File: config.mk
export PLATFORM = sky130hd
export DESIGN_NAME = bev_ctrl
export DESIGN_NICKNAME = d
export VERILOG_FILES = /design/src/rtl/bev_ctrl.sv
export SDC_FILE = /design/constraint.sdc
export NUM_CORES = 1
export LEC_CHECK = 0
export BUFFER_PORTS_ARGS = -buffer_cell sky130_fd_sc_hd__buf_4
export CORE_MARGIN = 5
export CORE_UTILIZATION = 45
export DETAILED_ROUTE_END_ITERATION = 16
export PLACE_DENSITY = 0.76
export RECOVER_POWER = 100
export SLEW_MARGIN = 20
export SYNTH_ARGS = -nofsm -noshare
export SYNTH_HDL_FRONTEND = slang
export SYNTH_SLANG_ARGS = --single-unit
File: constraint.sdc
create_clock -name clk -period 3.3 [get_ports clk]
set_input_delay 0.33 -clock clk [delete_from_list [all_inputs] [get_ports clk]]
set_output_delay 0.33 -clock clk [all_outputs]
set_load 0.02 [all_outputs]
File: src/rtl/bev_ctrl.sv
// Beverage controller: collects a user command field by field, issues one bridge request, reports the result.
// Latency: request is issued the cycle after the last field strobe when the bridge is idle; result one cycle after C_out_valid.
// Backpressure: requests are held in ISSUE while the bridge is busy, is responding, or has not yet shown idle after its last response.
// Optional feature: define BEV_ERR_CNT_EN to build the saturating error counter on err_cnt.
module bev_ctrl (
  input  logic        clk,
  input  logic        rst_n,
  input  logic        sel_action_valid,
  input  logic        type_valid,
  input  logic        size_valid,
  input  logic        date_valid,
  input  logic        box_no_valid,
  input  logic        box_sup_valid,
  input  logic [9:0]  D,
  output logic        C_in_valid,
  output logic [7:0]  C_addr,
  output logic [63:0] C_data_w,
  input  logic        C_out_valid,
  input  logic [63:0] C_data_r,
  output logic        out_valid,
  output logic [1:0]  err_msg,
  output logic        complete,
  output logic [7:0]  err_cnt
);

  localparam logic [1:0] ACT_MAKE = 2'd0;
  localparam logic [1:0] ACT_SUP  = 2'd1;
  localparam logic [1:0] ACT_CHK  = 2'd2;

  typedef enum logic [2:0] {IDLE, COLLECT, ISSUE, WAIT_RESP, OUT} state_t;
  typedef enum logic [2:0] {F_NONE, F_TYPE, F_SIZE, F_DATE, F_BOX, F_SUP} field_t;

  state_t      state;
  state_t      state_nxt;
  field_t      exp_fld;
  logic        fld_last;
  logic        fld_take;
  logic        start_take;
  logic        issue_ok;
  logic        in_req;

  logic [1:0]  action;
  logic [2:0]  dtype;
  logic [1:0]  size;
  logic [3:0]  month;
  logic [4:0]  day;
  logic [7:0]  box_no;
  logic [9:0]  sup_bt;
  logic [9:0]  sup_gt;
  logic [9:0]  sup_m;
  logic [9:0]  sup_pj;
  logic [2:0]  step;
  logic [1:0]  sup_idx;
  logic        busy_pend;
  logic [1:0]  err_q;
  logic [39:0] amounts;
  logic [63:0] payload;

  // Only the error code and busy bit of the bridge read data carry meaning here.
  logic unused_data_r;
  assign unused_data_r = ^C_data_r[63:3];

  // Recipe table: {BT, GT, M, PJ} for a drink type at the volume set by the size code.
  function automatic logic [39:0] recipe(input logic [2:0] t, input logic [1:0] s);
    logic [9:0] v_full, v_3q, v_half, v_q;
    logic [39:0] r;
    case (s)
      2'd0:    begin v_full = 10'd960; v_3q = 10'd720; v_half = 10'd480; v_q = 10'd240; end
      2'd1:    begin v_full = 10'd720; v_3q = 10'd540; v_half = 10'd360; v_q = 10'd180; end
      2'd3:    begin v_full = 10'd480; v_3q = 10'd360; v_half = 10'd240; v_q = 10'd120; end
      default: begin v_full = 10'd0;   v_3q = 10'd0;   v_half = 10'd0;   v_q = 10'd0;   end
    endcase
    case (t)
      3'd0:    r = {v_full, 10'd0,   10'd0,  10'd0};
      3'd1:    r = {v_3q,   10'd0,   v_q,    10'd0};
      3'd2:    r = {v_half, 10'd0,   v_half, 10'd0};
      3'd3:    r = {10'd0,  v_full,  10'd0,  10'd0};
      3'd4:    r = {10'd0,  v_half,  v_half, 10'd0};
      3'd5:    r = {10'd0,  10'd0,   10'd0,  v_full};
      3'd6:    r = {v_half, 10'd0,   10'd0,  v_half};
      default: r = {v_half, 10'd0,   v_q,    v_q};
    endcase
    return r;
  endfunction

  // A new command is accepted from IDLE or while the previous result is being reported.
  assign start_take = sel_action_valid && (D[1:0] != 2'd3) &&
                      ((state == IDLE) || (state == OUT));

  // The bridge may take a request only when idle, not answering, and idle has been seen since its last answer.
  assign issue_ok = !C_data_r[2] && !C_out_valid && !busy_pend;

  // Decode which field strobe the current command expects next, and whether it closes the sequence.
  always_comb begin
    exp_fld  = F_NONE;
    fld_last = 1'b0;
    if (state == COLLECT) begin
      case (action)
        ACT_MAKE: begin
          case (step)
            3'd0:    exp_fld = F_TYPE;
            3'd1:    exp_fld = F_SIZE;
            3'd2:    exp_fld = F_DATE;
            3'd3:    begin exp_fld = F_BOX; fld_last = 1'b1; end
            default: exp_fld = F_NONE;
          endcase
        end
        ACT_SUP: begin
          case (step)
            3'd0:    exp_fld = F_DATE;
            3'd1:    exp_fld = F_BOX;
            3'd2,
            3'd3,
            3'd4:    exp_fld = F_SUP;
            3'd5:    begin exp_fld = F_SUP; fld_last = 1'b1; end
            default: exp_fld = F_NONE;
          endcase
        end
        ACT_CHK: begin
          case (step)
            3'd0:    exp_fld = F_DATE;
            3'd1:    begin exp_fld = F_BOX; fld_last = 1'b1; end
            default: exp_fld = F_NONE;
          endcase
        end
        default: exp_fld = F_NONE;
      endcase
    end
  end

  // A field is taken only on the strobe that matches the expected field; others are ignored.
  always_comb begin
    fld_take = 1'b0;
    case (exp_fld)
      F_TYPE:  fld_take = type_valid;
      F_SIZE:  fld_take = size_valid;
      F_DATE:  fld_take = date_valid;
      F_BOX:   fld_take = box_no_valid;
      F_SUP:   fld_take = box_sup_valid;
      default: fld_take = 1'b0;
    endcase
  end

  // Supply amounts occupy steps 2..5 and map to BT, GT, M, PJ in that order.
  assign sup_idx = step[1:0] - 2'd2;

  // Next-state and request strobe.
  always_comb begin
    state_nxt  = state;
    C_in_valid = 1'b0;
    case (state)
      IDLE:      if (start_take) state_nxt = COLLECT;
      COLLECT:   if (fld_take && fld_last) state_nxt = ISSUE;
      ISSUE: begin
        if (issue_ok) begin
          C_in_valid = 1'b1;
          state_nxt  = WAIT_RESP;
        end
      end
      WAIT_RESP: if (C_out_valid) state_nxt = OUT;
      OUT:       state_nxt = start_take ? COLLECT : IDLE;
      default:   state_nxt = IDLE;
    endcase
  end

  // State register.
  always_ff @(posedge clk or negedge rst_n) begin
    if (!rst_n) state <= IDLE;
    else        state <= state_nxt;
  end

  // Field capture and sequence position.
  always_ff @(posedge clk or negedge rst_n) begin
    if (!rst_n) begin
      action <= 2'd0;
      dtype  <= 3'd0;
      size   <= 2'd0;
      month  <= 4'd0;
      day    <= 5'd0;
      box_no <= 8'd0;
      sup_bt <= 10'd0;
      sup_gt <= 10'd0;
      sup_m  <= 10'd0;
      sup_pj <= 10'd0;
      step   <= 3'd0;
    end else if (start_take) begin
      action <= D[1:0];
      step   <= 3'd0;
    end else if (fld_take) begin
      step <= step + 3'd1;
      case (exp_fld)
        F_TYPE: dtype  <= D[2:0];
        F_SIZE: size   <= D[1:0];
        F_DATE: begin month <= D[8:5]; day <= D[4:0]; end
        F_BOX:  box_no <= D[7:0];
        F_SUP: begin
          case (sup_idx)
            2'd0:    sup_bt <= D;
            2'd1:    sup_gt <= D;
            2'd2:    sup_m  <= D;
            default: sup_pj <= D;
          endcase
        end
        default: ;
      endcase
    end
  end

  // Remember that the bridge answered until it has been seen idle on a later cycle.
  always_ff @(posedge clk or negedge rst_n) begin
    if (!rst_n)             busy_pend <= 1'b0;
    else if (C_out_valid)   busy_pend <= 1'b1;
    else if (!C_data_r[2])  busy_pend <= 1'b0;
  end

  // Latch the bridge error code with its response.
  always_ff @(posedge clk or negedge rst_n) begin
    if (!rst_n)                                err_q <= 2'd0;
    else if (state == WAIT_RESP && C_out_valid) err_q <= C_data_r[1:0];
  end

  // Request payload; driven only while a request is being issued or outstanding so it stays stable.
  always_comb begin
    case (action)
      ACT_MAKE: amounts = recipe(dtype, size);
      ACT_SUP:  amounts = {sup_bt, sup_gt, sup_m, sup_pj};
      default:  amounts = 40'd0;
    endcase
    payload = {action, 5'd0, month, day, 8'd0, amounts};
  end

  assign in_req   = (state == ISSUE) || (state == WAIT_RESP);
  assign C_data_w = in_req ? payload : 64'd0;
  assign C_addr   = in_req ? box_no  : 8'd0;

  assign out_valid = (state == OUT);
  assign err_msg   = out_valid ? err_q : 2'd0;
  assign complete  = out_valid && (err_q == 2'd0);

`ifdef BEV_ERR_CNT_EN
  logic [7:0] err_cnt_q;

  // Count reported errors, saturating at the top of the range.
  always_ff @(posedge clk or negedge rst_n) begin
    if (!rst_n)
      err_cnt_q <= 8'd0;
    else if (out_valid && (err_q != 2'd0) && (err_cnt_q != 8'hFF))
      err_cnt_q <= err_cnt_q + 8'd1;
  end

  assign err_cnt = err_cnt_q;
`else
  assign err_cnt = 8'd0;
`endif

endmodule
-- Word level (Yosys, flattened, before mapping)
Cells that the tools add are included.
- add/subtract/negate cells: 2
- equal/unequal tests: 32
- mux-type cells: 32
- bitwise gates (word level): 2
- reduce and logical (&&, ||, !) cells: 31
- operators with widths (operator ; number):
    $pmux W40 S7 ; 1
    $pmux W40 S2 ; 1
    $mux W64 ; 1
    $pmux W10 S3 ; 2
    $pmux W9 S3 ; 1
    $eq A3 B2 Y1 const B ; 8
    $eq A3 B3 Y1 const B ; 8
    $pmux W8 S3 ; 1
    $mux W3 ; 7
    $reduce_and A4 Y1 ; 5
    $pmux W3 S3 ; 2
    $pmux W3 S5 ; 1
    $eq A3 B1 Y1 const B ; 4
    $pmux W3 S4 ; 1
    $reduce_and A3 Y1 ; 4
    $ne A2 B2 Y1 const B ; 5
    $logic_not A3 Y1 ; 3
    $mux W1 ; 9
    $logic_not A2 Y1 ; 4
    $mux W8 ; 1
    $logic_and A1 B1 Y1 ; 7
    $eq A2 B1 Y1 const B ; 3
    $eq A2 B2 Y1 const B ; 3
    $pmux W3 S2 ; 1
    other kinds (12) ; 16
- register bits: 73
- output and inout bits: 85

-- Logic depth before layout (Yosys ltp)
Gate-level depths: netlist of run 1.
- word-level depth: 10
- gate-level depth with buffers: 9
- mapped depth without buffers: 8

-- Least setup slack after synthesis of run 1
Ideal clock, no wire load.
- path kind: register to register
- start point: register step[0]
- end point: register dtype[0]
- data arrival time: 2.191 ns
- required time: 3.175 ns
- slack: 0.984 ns
- stages on the path, launching flop included: 8
- path buffers: 0
- period minus slack after synthesis: 2.316 ns
- cell sequence: dfrtp_1 -> inv_1 -> ha_1 -> or3_1 -> a31oi_4 -> nand3_4 -> nor3b_4 -> mux2_4
- cells in the longest elaborated chain, start to end: 8
- ends and longest elaborated chain (item ; line ; text):
    start: declaration ; 52 ; logic [2:0] step;
    start signal: assignment ; 190 ; step <= step + 3'd1;
    $eq A3 B3 Y1 / $eq A3 B2 Y1 (equally long branches) ; 109, 100 ;
    $reduce_or A4 Y1 (no source line) ; n/a ;
    $pmux W3 S3 ; 109 ; case (step)
    $pmux W3 S3 (*) ; 98 ; case (action)
    $mux W3 (*) ; 97 ; if (state == COLLECT) begin
    $eq A3 B3 Y1, or another cell as far along ; 134 ; case (exp_fld)
    $pmux W1 S5 ; 134 ;
    $reduce_and A3 Y1 (no source line) (*) ; n/a ;
    end signal: assignment ; 192 ; F_TYPE: dtype <= D[2:0];
    end: declaration ; 43 ; logic [2:0] dtype;
Every way passes the cells marked *; elsewhere a longest branch is shown, timed or not.
A chain may end at the register's enable or synchronous reset.

-- Worst setup path in the final report of run 1
- start point: register dtype[0]
- end point: output C_data_w[7]
- cells in the longest elaborated chain, start to end: 4
- ends and longest elaborated chain (item ; line ; text):
    $eq A3 B3 Y1, or another cell as far along ; 73 ; case (t)
    $pmux W40 S7 (*) ; 73 ;
    $pmux W40 S2 (*) ; 224 ; case (action)
    $mux W64 (*) ; 233 ; assign C_data_w = in_req ? payload : 64'd0;
    end: declaration ; 17 ; output logic [63:0] C_data_w,
Marked as above.

==> results of run 1 <==
==> placed cells by master (no fill, tap or decap), types with 10 or more instances in the layout <==
| cell | n |
|---|---|
| buf_4 | 42 |
| conb_1 | 21 |
| ha_1 | 13 |
| and3_1 | 13 |
| mux2_1 | 49 |
| a21oi_1 | 26 |
| dfrtp_1 | 73 |
| clkbuf_1 | 45 |
| and2_0 | 16 |
| mux2_4 | 10 |
| nor2_1 | 45 |
| nand2_1 | 21 |
==> layer usage <==
layer	track usage [%]	up-vias	wire length [µm]
met3	4.973	20	1017
met2	28.99	178	5413
li1	-	1663	-
met5	0	-	0
met4	5.449	0	238
met1	25.65	1729	5347
==> cell type report <==
type / instances / area (µm²)
timing repair buffer: 88 / 489.2
clock buffer: 9 / 123.9
tap: 136 / 170.2
clock inverter: 7 / 123.9
fill: 1008 / 5144
sequential: 73 / 1827
multi-input combinational: 333 / 2455
inverter: 10 / 37.54
==> worst max-delay path: cells and delay by family, from the launching register on <==
kind / cells / cell delay, ns
compound gates: 3 / 0.56
buf+inv: 2 / 0.49
flops: 1 / 0.85
simple gates: 2 / 0.37
==> through the flow <==
step | setup slack, ns | hold slack [ns] | power [mW] | cells
6_report | 0.3691 | 0.1897 | 4.886 | 656
2_1_floorplan | 0.9837 | 0.03441 | 3.829 | 464
5_1_grt | 0.2105 | 0.1829 | 5.220 | 656
3_3_place_gp | 0.6240 | 0.4686 | 4.292 | 640
4_1_cts | 0.4778 | 0.1432 | 5.287 | 656
3_5_place_dp | 0.5568 | 0.4858 | 4.385 | 640
==> sequential cells by signal, summed over array words and instances (netlist names) <==
name,cells
sup_bt,10
sup_gt,10
sup_m,10
sup_pj,10
box_no,8
day,5
month,4
dtype,3
state,3
step,3
action,2
err_q,2
size,2
busy_pend,1
==> kinds of logic (layout without fill, tap and decap cells) <==
| logic type | count (synthesis) | in the layout | synth area share (%) |
|---|---|---|---|
| flip-flops | 73 | 73 | 38.16 |
| multiplexers | 73 | 73 | 21.69 |
| AND/OR/NAND/NOR | 151 | 151 | 18.64 |
| adder cells (fa/ha/maj) | 13 | 13 | 3.398 |
| other | 1 | 21 | 0.07834 |
| XOR/XNOR | 2 | 2 | 0.3660 |
| AO/OA/AOI/OAI | 73 | 73 | 10.82 |
| buffers and inverters | 58 | 114 | 6.848 |
==> power by group <==
group          internal (mW)  switching (mW)  total (mW)
Sequential              1.28           0.370        1.65
Clock                  0.510           0.373       0.883
Combinational          0.993            1.36        2.36
Total                   2.78            2.11        4.89
==> worst max-delay path by stage <==
stage                     cells past startpoint                     to                  from
after floorplan                               7   dtype[0]$_DFFE_PN0P_   step[0]$_DFFE_PN0P_
after global placement                        7  box_no[1]$_DFFE_PN0P_   step[0]$_DFFE_PN0P_
after detailed placement                      7  box_no[6]$_DFFE_PN0P_   step[0]$_DFFE_PN0P_
after CTS                                     7            C_data_w[7]  dtype[0]$_DFFE_PN0P_
after global routing                          7           C_data_w[37]  dtype[0]$_DFFE_PN0P_
final                                         7            C_data_w[7]  dtype[0]$_DFFE_PN0P_
==> run summary, run 1 <==
The static leakage power was 2.473 nW; the DRC violation total after the first TritonRoute iteration was 258. The floorplan core area was 10370 µm². dfrtp_1 takes more of the synthesized area than any other cell.

Once the clock tree was built, the resizer swapped 0 gates to a different size. Measured along the y axis, the die boundary spans 113.1 µm. Synthesis inferred 73 register bits.

Capture point of the worst reg-to-reg path: sup_m[7]$_DFFE_PN0P_. The flow ran to the end, but the final reports show violations. The clock net in this run drives a total of 73 sinks. In the synthesized netlist the dominant register cell turns out to be dfrtp_1. The final route contains 3590 vias. The worst hold path was traced through 2 stages. The wire length per cell was 18.32 µm; the highest achievable clock rate was 0.3412 GHz.

The run gives 0 as the number of buffers inserted for hold repair after clock tree synthesis. Number of flops mapped to enable cells by yosys: 0. Buffers added to address setup during post-CTS repair amount to 0. The count of max-cap constraint violations came out at 1. The post-synthesis cell count is 444. TritonCTS built the clock tree. The post-route clock period utilization works out to 88.82%.

The final max-slew violation count was 74. The worst hold path begins at C_data_r[2]. Adding up every negative setup slack in the final design gives 0 ns. Compared with the post-synthesis result, the final layout area differs by 9.174%.

The final reports fail on max-capacitance violations, max-slew violations. Summing all non-filler instances in the final layout gives an area of 5226 µm². Yosys attributes the largest share of cell area to dfrtp_1 38%, mux2_4 19%, nor2_1 3.5%.

The floorplan die width was 113.1 µm; the mean number of vias per cell was 5.473. The most instantiated library cell after synthesis is dfrtp_1. Type of element capturing the critical path: an output port.

The cell area reported after detailed placement was 5403 µm²; the sum of routed wire length over all layers was 12.02 mm. The tools report the worst supply voltage drop on vdd as 0.4263 mV. The tree is rooted in a clkbuf_8. Of all nets on the critical path, the largest fanout is 23. After floorplanning, the core was divided into 37 placement rows. The overall track demand over capacity in global routing is 18.67%. The clock skew was 0.01283 ns; the worst relative slew slack was -21.01%. The clock period could shrink to 2.931 ns.

The tightest min-delay check is of the in -> reg type. The die footprint was 12800 µm². The detail route stage leaves a number of antenna-violating nets equal to 0. The logs give 8.554 mm for the half-perimeter wire length of the detailed placement result and 50.40% for the final design utilization. Entering global routing, the biggest net connects 74 pins.

The longest clock path from root to sink contains 2 buffers. Each instance of the synthesized netlist takes up on average 10.78 µm². Setup repair after global routing left no endpoint under its margin. The clock transition time at the flip-flop clock pins of the worst setup and hold paths came out at 0.08 ns. STA classifies the critical path startpoint as a register. The number of antenna violations at the first check in global routing is 0. The final weighted congestion in routability-driven placement was 0.8750; the mapped cell area was 4787 µm². During synthesis, Yosys emitted a total of 0 warnings. Setup slack on the worst reg-to-reg path comes out at 0.41 ns. Pin placement for this block handled 168 I/O pins. The count of cell types in the netlist is 64, and the share of Yosys cell area claimed by the top area cell type is 38.16%.

The final routed DRC violation total came out at 0. The run gives 19.11 mm as the wire length of the first global-routing pass. For this configuration, the core starts out at a cell density of 46.16%. Largest stage delay on the critical path: 0.85 ns. The number of port buffers was 85. The number of nets at the end of the flow was 611; the remaining global-route overflow was 0. The cell seen most often among critical-path stages was nor2_1.

Setup violations remaining at the end of the flow were counted as 0. In the synthesized netlist the async set-or-reset flop fraction comes to 100.0%. The critical path required time came out at 2.97 ns.

The hold path endpoint was busy_pend$_DFFE_PN0P_. Clock latency on the worst-skew pair, taken at its later pin, is 0.35 ns. Walking the worst path, the cells encountered are inv_2 -> nor2_1 -> o211ai_1 -> a221oi_1 -> a21oi_1 -> nor2_1 -> clkbuf_1. The number of antenna diodes in the final layout is 0.

Power spread over the standard cell area amounts to 934.9 nW/µm². The post-route netlist has 17.50% of its cells at a drive strength greater than 1. The startpoint identified for the worst register-to-register timing path is step[0]$_DFFE_PN0P_.

For the number of global-route vias before repair, the log shows 3579. The critical path's slowest cell is dfrtp_1. Data on the critical path arrives at its endpoint at 2.60 ns. The final count of hold timing violations came out at 0. The commonest cells after synthesis are 73 x dfrtp_1, 60 x mux2_4, 45 x nor2_1. Counting the buffers created by CTS gives 9. The logic depth of the worst register-to-register path is 7. The type of the worst setup path was reg -> out.

The sequential fraction of the synthesis area is 38.16%, and the depth of the CTS H-tree is 3. Number of iterations in the first detailed-routing pass: 5. For the pin with the worst max-slew slack, the measured transition is 1.815 ns.
(Power assumes the default switching activity.)
==> run 2, diff against run 1 <==
- CORE_UTILIZATION: 45 -> 41
- PLACE_DENSITY: 0.76 -> 0.71
==> run summary, run 2 (synthesis gave the netlist of run 1 again) <==
The flow ran to the end, but the final reports show violations. The checks that failed: max-capacitance violations, max-slew violations. For the final routed DRC violation total, the log shows 0 (unchanged).

Largest stage delay on the critical path: 0.73 ns (-0.12 ns). The tools report the static leakage power as 2.484 nW (+0.48%). The via count of the routed design is 3533 (-1.6%), and the number of antenna violations at the first check in global routing is 0 (unchanged).

The DRC violation total after the first TritonRoute iteration was 203 (-21%); the post-route clock period utilization was 94.55% (+5.7 points). The total negative setup slack is 0 ns (unchanged), and the quantity of gates resized following cts is 0 (unchanged). The clock sink count is 73 (unchanged), and the buffers inserted during post-CTS setup optimization is 0 (unchanged). Top fanout value on the critical path: 6 (-74%).

The time the final worst path needs with I/O delays and setup works out to 3.120 ns (+0.1894 ns). For the antenna violation net count after detailed routing, the log shows 0 (unchanged). The number of nets at the end of the flow was 610 (-0.16%). The overall track demand over capacity in global routing is 17.15% (-1.5 points). The worst register-to-register path begins at step[0]$_DFFE_PN0P_.

The run gives 3 (unchanged) as the depth of the CTS H-tree. The mean number of vias per cell is 5.337 (-2.5%). Relative to the synthesized area, the layout overhead comes to 10.01%. The count of standard-cell rows is 39 (+5.4%).

The type of the worst setup path was reg -> reg. The count of placed standard cells in the final layout, fillers left out was 662 (+0.91%); the critical path required time was 3.51 ns (+0.54 ns). The fraction of power consumed by the clock network came out at 19.2% (+1.1 points). The worst hold path begins at C_data_r[2].

The wire length per cell was 18.03 µm (-1.6%); the insertion delay to the later sink of the worst-skew pair was 0.33 ns (-0.02 ns). The run gives -21.19% (-0.18 points) as the worst relative slew slack. Share of final-layout standard cells stronger than drive strength 1: 17.53% (+0.034 points).

The design internal power was 2.884 mW (+3.8%); the combinational fraction of design power was 47.9% (-0.4 points). The slew at the pin closest to its max-slew limit came out at 1.818 ns (+0.002654 ns). The final count of hold timing violations was 0 (unchanged). The clock transition time at the flip-flop clock pins of the worst setup and hold paths came out at 0.06 ns (-0.02 ns).

The sum of routed wire length over all layers was 11.94 mm (-0.67%). TritonCTS built the clock tree. Floorplan die width: 118.1 µm (+4.3%). The worst setup path is launched from a register. The met3 routing resource usage after global routing came out at 4.421% (-0.55 points). The logs give 9 (unchanged) for the CTS buffer count and 0 (unchanged) for the number of buffers inserted for hold repair after clock tree synthesis.

The maximum number of buffers from clock root to sink came out at 2 (unchanged). The critical path ends at dtype[1]$_DFFE_PN0P_. On the critical path, the stage with the largest delay is an instance of nor3b_1. The tools report the highest achievable clock rate as 0.3205 GHz (-6.1%). The floorplan core area came out at 11420 µm² (+10%). STA classifies the critical path endpoint as a register.

The remaining global-route overflow is 0 (unchanged). The number of iterations in the first detailed-routing pass came out at 4 (-1). The global routing met1 resource utilization was 22.30% (-3.3 points); the total setup violations reported at the end of the flow was 0 (unchanged). The tools report the number of antenna diodes as 0 (unchanged). The logs give 28.39% (-0.59 points) for the met2 usage and 646 (+0.94%) for the number of cells after detailed placement.

met2 is the most crowded layer. The run gives 3696 (+3.3%) as the number of global-route vias before repair. The run gives 3.33 ns (+0.73 ns) as the data arrival time of the critical path. The logs give 0.18 ns (-0.23 ns) for the internal reg-to-reg setup slack and 8.583 mm (+0.34%) for the half-perimeter wire length of the detailed placement result. Power share of the sequential group: 32.9% (-0.8 points). The commonest non-fill, non-tap cell in the layout is dfrtp_1. The net switching power figure was 2.080 mW (-1.3%). The master cell of the clock root buffer was clkbuf_16. Traced cell by cell, the critical path runs through inv_1 -> ha_1 -> or3_1 -> a31oi_1 -> nand3_4 -> nor3b_1 -> mux2_4. For the maximum number of pins on one net before global-route repair, the log shows 74 (unchanged).

The worst supply voltage drop on vdd was 0.4820 mV (+13%); the die span in y was 118.1 µm (+4.3%). Setup repair after global routing left no endpoint under its margin. The proportion of total power due to net switching came out at 41.90% (-1.2 points).

Number of port buffers: 85 (unchanged). The power per unit of standard cell area is 942.5 nW/µm² (+0.81%). In this run the worst setup path begins at step[0]$_DFFE_PN0P_. Starting density of the core: 41.92% (-4.2 points). Final weighted congestion in routability-driven placement: 0.8864 (+1.3%). The final max-slew violation count is 74 (unchanged).

The wire length of the first global-routing pass was 19.59 mm (+2.5%). The logic depth of the worst register-to-register path is 7 (unchanged), and the clock skew is 0.008260 ns (-0.004569 ns). The die footprint is 13940 µm² (+8.9%). The instance count along the most critical hold path is 2 (unchanged). The worst register-to-register path ends at dtype[1]$_DFFE_PN0P_. Leaving out fill and tap cells, the most frequent cells in the layout are 73 x dfrtp_1, 52 x clkbuf_1, 45 x nor2_1, 39 x mux2_1, 36 x buf_4. Worst min-delay path category: in -> reg.

The tools report the count of pins on the block boundary as 168 (unchanged). The tools report the count of max-cap constraint violations as 1 (unchanged).
-- run 2: changes by cell type in the layout (fill, tap and decap cells not counted), moves of 2 or more --
cell / before / now
clkinv_2: 0 / 2
mux2_1: 49 / 39
bufinv_16: 3 / 1
and2_0: 16 / 13
clkbuf_16: 0 / 9
inv_6: 3 / 0
mux2_4: 10 / 19
clkbuf_1: 45 / 52
buf_4: 42 / 36
clkbuf_8: 9 / 0
and2_1: 6 / 9
-- run 2: worst max-delay path, delay by kind of cell (launching register included) --
kind                     cells  cell delay [ns]
adder cells (fa/ha/maj)      1             0.25
multiplexers                 1             0.35
AND/OR/NAND/NOR              3             1.30
flip-flops                   1             0.44
AO/OA/AOI/OAI                1             0.55
buffers and inverters        1             0.09
-- run 2: layout make-up --
type	instances	area (µm²)
clock buffer	11	232.7
clock inverter	5	56.30
fill	1164	6152
inverter	10	37.54
multi-input combinational	333	2471
sequential	73	1827
tap	143	178.9
timing repair buffer	87	462.9
-- run 2: how the worst min path moves through the flow --
stage,end,slack (ns)
detailed placement,busy_pend$_DFFE_PN0P_,0.47
floorplan,action[0]$_DFFE_PN0P_,0.03
finish,busy_pend$_DFFE_PN0P_,0.20
global placement,busy_pend$_DFFE_PN0P_,0.46
global route,busy_pend$_DFFE_PN0P_,0.20
CTS,err_q[1]$_DFFE_PN0P_,0.17
-- run 2: per-stage QoR --
step,setup WS (ns),cell area (µm²),total power [mW],util [%],hold slack (ns)
finish,0.1797,5266,4.963,46.12,0.2040
global route,0.1330,5266,5.319,46.12,0.1993
CTS,0.4986,5693,5.363,49.86,0.1728
detailed placement,0.5558,5404,4.373,47.33,0.4733
global placement,0.5750,5404,4.318,47.33,0.4620
floorplan,0.9837,4862,3.829,-,0.03441
-- run 2: layer usage --
| layer | vias up | share of wire [%] |
|---|---|---|
| met5 | - | 0 |
| met4 | 0 | 0.71 |
| met3 | 6 | 6.6 |
| met2 | 119 | 48 |
| met1 | 1746 | 45 |
| li1 | 1662 | - |
-- run 2: power groups by stage --
stage          combinational, mW  sequential [mW]  clock (mW)
3_5_place_dp                2.72             1.65           0
6_report                    2.38             1.63       0.952
3_3_place_gp                2.68             1.63           0
4_1_cts                     2.75             1.64       0.972
5_1_grt                     2.62             1.69        1.01
2_1_floorplan               2.35             1.48           0
